## src/rtl/dmem_arbiter_pkg.sv

```systemverilog
// Shared widths, word constants and owner encodings for the data-memory arbiter.
package dmem_arbiter_pkg;

   localparam int instWidth    = 32;
   localparam int regAddrWidth = 32;

   localparam logic [instWidth-1:0] zeroWord = '0;

   typedef enum logic [1:0] {
      OWN_NONE = 2'd0,
      OWN_CORE = 2'd1,
      OWN_FFT  = 2'd2
   } owner_t;

endpackage

```

## src/rtl/dmem_arbiter.sv

```systemverilog
// Arbitrates the single-port data memory between the core LSU and the FFT engine.
// Core has priority except inside a locked FFT burst, which is capped at MAX_BURST beats while the core waits.
//
// state    | meaning
// OWN_NONE | nothing granted last cycle; fresh arbitration, core first
// OWN_CORE | core granted last cycle
// OWN_FFT  | FFT granted last cycle, or FFT burst preempted by one forced core slot
module dmem_arbiter
   import dmem_arbiter_pkg::*;
#(
   parameter int MAX_BURST = 8,
   parameter int STALL_W   = 16
) (
   input  logic                    clk,
   input  logic                    rst,
   input  logic                    core_req,
   input  logic                    core_we,
   input  logic [regAddrWidth-1:0] core_addr,
   input  logic [instWidth-1:0]    core_wdata,
   output logic [instWidth-1:0]    core_rdata,
   output logic                    core_stall,
   input  logic                    fft_req,
   input  logic                    fft_lock,
   input  logic                    fft_we,
   input  logic [regAddrWidth-1:0] fft_addr,
   input  logic [instWidth-1:0]    fft_wdata,
   output logic                    fft_gnt,
   output logic [instWidth-1:0]    fft_rdata,
   output logic                    mem_wena,
   output logic                    mem_rena,
   output logic [regAddrWidth-1:0] mem_addr,
   output logic [instWidth-1:0]    mem_wdata,
   input  logic [instWidth-1:0]    mem_data_i,
   output logic [STALL_W-1:0]      stall_cnt
);

   localparam int              BEAT_W   = $clog2(MAX_BURST + 1);
   localparam logic [BEAT_W-1:0] BEAT_MAX = BEAT_W'(MAX_BURST);

   owner_t              owner, owner_nxt, gnt;
   logic [BEAT_W-1:0]   beat_cnt, beat_nxt;
   logic [STALL_W-1:0]  stall_q;
   logic                fft_hold;
   logic                forced_slot;

   always_ff @(posedge clk) begin
      if (!rst) begin
         owner    <= OWN_NONE;
         beat_cnt <= '0;
         stall_q  <= '0;
      end else begin
         owner    <= owner_nxt;
         beat_cnt <= beat_nxt;
         if (core_stall && (stall_q != {STALL_W{1'b1}}))
            stall_q <= stall_q + 1'b1;
      end
   end

   assign stall_cnt = stall_q;

   always_comb begin
      gnt         = OWN_NONE;
      owner_nxt   = OWN_NONE;
      beat_nxt    = '0;
      fft_hold    = (owner == OWN_FFT) && fft_lock && fft_req
                    && !(core_req && (beat_cnt >= BEAT_MAX));
      forced_slot = 1'b0;

      if (rst) begin
         if (fft_hold)
            gnt = OWN_FFT;
         else if (core_req)
            gnt = OWN_CORE;
         else if (fft_req)
            gnt = OWN_FFT;
      end

      // A core slot carved out of a still-locked burst keeps the FFT as owner,
      // so the burst resumes on the very next cycle.
      forced_slot = (gnt == OWN_CORE) && (owner == OWN_FFT) && fft_lock && fft_req;
      owner_nxt   = forced_slot ? OWN_FFT : gnt;

      if (gnt == OWN_FFT) begin
         if (core_req && (beat_cnt < BEAT_MAX))
            beat_nxt = beat_cnt + 1'b1;
         else
            beat_nxt = beat_cnt;
      end
   end

   always_comb begin
      mem_wena   = 1'b0;
      mem_rena   = 1'b0;
      mem_addr   = '0;
      mem_wdata  = zeroWord;
      core_rdata = zeroWord;
      fft_rdata  = zeroWord;
      fft_gnt    = 1'b0;
      core_stall = 1'b0;

      case (gnt)
         OWN_CORE: begin
            mem_wena  = core_we;
            mem_rena  = !core_we;
            mem_addr  = core_addr;
            mem_wdata = core_wdata;
            if (!core_we)
               core_rdata = mem_data_i;
         end
         OWN_FFT: begin
            fft_gnt   = 1'b1;
            mem_wena  = fft_we;
            mem_rena  = !fft_we;
            mem_addr  = fft_addr;
            mem_wdata = fft_wdata;
            if (!fft_we)
               fft_rdata = mem_data_i;
         end
         default: ;
      endcase

      core_stall = rst && core_req && (gnt != OWN_CORE);
   end

endmodule
```

## config.mk

```make
export PLATFORM = sky130hd
export DESIGN_NAME = dmem_arbiter
export DESIGN_NICKNAME = d
export VERILOG_FILES = /design/src/rtl/dmem_arbiter_pkg.sv /design/src/rtl/dmem_arbiter.sv
export SDC_FILE = /design/constraint.sdc
export NUM_CORES = 1
export LEC_CHECK = 0
export ABC_AREA = 1
export CAP_MARGIN = 30
export CORE_AREA = 2 2 123 125
export DETAILED_ROUTE_END_ITERATION = 7
export DIE_AREA = 0 0 125 127
export HOLD_SLACK_MARGIN = 0.15
export PLACE_DENSITY = 0.59
export SLEW_MARGIN = 20
export SYNTH_ARGS = -nofsm -noshare
export SYNTH_HDL_FRONTEND = slang
export SYNTH_SLANG_ARGS = --single-unit
```

## constraint.sdc

```tcl
create_clock -name clk -period 3.7 [get_ports clk]
set_clock_uncertainty 0.05 [all_clocks]
set_input_delay 0.74 -clock clk [delete_from_list [all_inputs] [get_ports clk]]
set_output_delay 0.74 -clock clk [all_outputs]
set_load 0.02 [all_outputs]
```

==> flow_summary.json <==
{
  "min_path_cells": 2,
  "fmax_mhz": 279.8,
  "grt_max_degree": 36,
  "viasPerCell": 4.168,
  "critPathLaunchType": "primary input",
  "vias": 4226,
  "peakVddDrop_v": 0.0001388,
  "synth_cell_type_count": 29,
  "startpoint": "fft_req",
  "synth_edf_count": 0,
  "coreArea_um2": 14420,
  "ys_seq_area_frac": 0.1660,
  "outcome": "complete, no violations",
  "async_reset_ff_frac": 0,
  "routed_wl_mm": 15.43,
  "r2r-start": "owner[1]$_SDFF_PN0_",
  "grt_pass1_vias": 4001,
  "reg2reg_slack_ns": 1.53,
  "grt-busiest-layer": "met2",
  "track_usage": 0.1811,
  "powerDensity_nw_per_um2": 157.0,
  "port_buffers": 314,
  "row_count": 44,
  "r2r-end": "stall_cnt[14]$_SDFFE_PN0P_",
  "initial_core_util": 0.1840,
  "dieArea_um2": 15880,
  "final_util": 0.4153,
  "syn2layout_area_growth_pct": 125.7,
  "min_to": "beat_cnt[3]$_SDFFE_PN0P_",
  "nets": 1005,
  "dr.pass1.iters": 4,
  "grt_util_met3": 0.03727,
  "ios": 315,
  "ys_seq_elements": 22,
  "period_needed_ns": 3.574,
  "placed_area_um2": 6142,
  "syn_area_um2": 2654,
  "netlist_instances": 521,
  "place.gp.congestion": 0.8226,
  "fillers": 1564,
  "clock_path_buffers": 2,
  "drv_cap": 0,
  "synth_nets": 694,
  "routedWlPerCell_um": 15.22,
  "clkSlewWorstSetupHoldPaths_ns": 0.06,
  "layout-drive-gt1-share": 0.1554,
  "holdBufCountCts": 0,
  "antennaDiodeCount": 0,
  "crit_type": "in -> out",
  "die_w_um": 125,
  "cts_tree": "done",
  "dp_hpwl_mm": 12.65,
  "finalCritPeriodShare": 0.9659,
  "worstSkewPairLatency_ns": 0.26,
  "cts.sinks": 22,
  "leakage_nw": 2.794,
  "grt_pass1_wl_mm": 23.15,
  "die_y_um": 127,
  "slew_viol_final": 0,
  "hold_viol": 0,
  "rr_worst_depth": 15,
  "cts-buffers-inserted": 3,
  "worstPathRequired_ns": 2.91,
  "hold_path.class": "reg -> reg",
  "grt.overflow.total": 0,
  "gr-usage-met2": 0.3296,
  "slew_headroom": 0.8217,
  "hp-start": "beat_cnt[3]$_SDFFE_PN0P_",
  "synth_ff_type": "dfxtp_1",
  "ctsHtreeMaxLevel": 1,
  "fin_area_um2": 5989,
  "root_buffer": "clkbuf_16",
  "yosys_warnings": 0,
  "grt_setup_unrepaired": "no",
  "grtUsageMet1": 0.2218,
  "antenna_found_initial": 0,
  "tightest_slew_ns": 0.2685,
  "drtIter0Drc": 149,
  "end_kind": "output port",
  "drc": 0,
  "final_antenna_net_count": 0,
  "cp.arrival_ns": 2.78,
  "synth_area_per_cell_um2": 5.094,
  "crit_fanout": 30,
  "setup_viol": 0
}
==> cells in the mapped netlist, types with 2 or more instances <==
cell type,number,share of area
nor3_1,5,0.0094
nor2_2,2,0.0047
nand3_2,4,0.015
nand4_1,7,0.017
clkbuf_1,15,0.021
nand2_2,4,0.0094
o21ai_0,4,0.0075
nor2_4,5,0.021
inv_1,58,0.082
nand3_1,12,0.023
buf_1,4,0.0057
nor2_1,101,0.14
dfxtp_1,22,0.17
a21oi_1,77,0.15
nand2_1,173,0.24
buf_2,9,0.017
inv_2,2,0.0028
ha_1,6,0.028
==> logic make-up after synthesis <==
group	count (synthesis)	synth area share
AND/OR/NAND/NOR	316	0.5007
XOR/XNOR	1	0.003301
AO/OA/AOI/OAI	86	0.1660
adder cells (fa/ha/maj)	6	0.02829
flip-flops	22	0.1660
buffers and inverters	90	0.1358
==> where the power goes <==
group          internal (W)  switching [W]  total [W]
sequential         0.000240     0.00000255   0.000242
clock              0.000143      0.0000856   0.000228
combinational      0.000256       0.000214   0.000470
==> worst max-delay path by stage <==
stage,end,slack (ns),cells past startpoint
floorplan,mem_addr[0],0.51,8
global placement,mem_wdata[2],-0.50,10
detailed placement,mem_wdata[2],-0.45,9
CTS,fft_rdata[10],0.001,9
global route,mem_rena,0.009,11
finish,mem_addr[9],0.13,9
==> cells in the final DEF (no fill, tap or decap), drive strengths merged <==
| cell | netlist | final |
|---|---|---|
| clkdlybuf4s50 | 0 | 182 |
| nand2 | 178 | 178 |
| nor2 | 109 | 109 |
| a21oi | 77 | 77 |
| inv | 60 | 60 |
| clkbuf | 15 | 54 |
| dlygate4sd2 | 0 | 43 |
| buf | 15 | 33 |
| clkdlybuf4s15 | 0 | 23 |
| dfxtp | 22 | 22 |
| nand3 | 16 | 16 |
| nand4 | 7 | 7 |
| ha | 6 | 6 |
| nor3 | 5 | 5 |
| o21ai | 5 | 5 |
| dlymetal6s2s | 0 | 4 |
| o2111ai | 1 | 1 |
| or2 | 1 | 1 |
| o21bai | 1 | 1 |
| xor2 | 1 | 1 |
| a211oi | 1 | 1 |
| a31oi | 1 | 1 |
==> stage by stage <==
stage | hold slack [ns] | worst slack, ns | power, W | cells | TNS [ns]
floorplan | 0.4007 | 0.5070 | 0.0004145 | 521 | 0
global placement | 0.4185 | -0.4980 | 0.0007379 | 1010 | -31.17
detailed placement | 0.4238 | -0.4477 | 0.0007364 | 1010 | -27.04
CTS | 0.4483 | 0.001225 | 0.0009555 | 1014 | 0
global route | 0.4900 | 0.008909 | 0.0009946 | 1014 | 0
finish | 0.4497 | 0.1263 | 0.0009404 | 1014 | 0
==> flip-flops by register name, indices dropped and copies added (netlist names) <==
name / count
stall_cnt: 16
beat_cnt: 4
owner: 2
==> metal layers <==
layer | vias to the layer above | part of all wire
li1 | 2234 | -
met1 | 1812 | 0.42
met2 | 162 | 0.51
met3 | 18 | 0.058
met4 | 0 | 0.018
met5 | - | 0
==> worst max-delay path: stages <==
cell,delay [ns]
clkdlybuf4s50_1,0.53
o2111ai_2,0.16
a21oi_2,0.18
buf_4,0.14
ha_2,0.23
buf_12,0.19
nand2_1,0.08
a21oi_1,0.18
clkdlybuf4s15_2,0.32
==> cell type report <==
cell class	count	area, µm²	area share
inverter	60	225.2	0.03760
multi-input combinational	409	1909	0.3188
sequential	22	440.4	0.07353
tap	184	230.2	0.03844
timing repair buffer	336	3109	0.5191
clock buffer	3	75.07	0.01253
==> timing repair <==
| item | in CTS | in global routing |
|---|---|---|
| endpoints found under the hold margin | 0 | 0 |
| setup buffers | 0 | 0 |
| cloned | 1 | 0 |
| pin swaps | 0 | 1 |
| resized for setup | 172 | 119 |
| setup endpoints to repair | 125 | 78 |
Note: power is estimated with default switching activity, not from simulation.
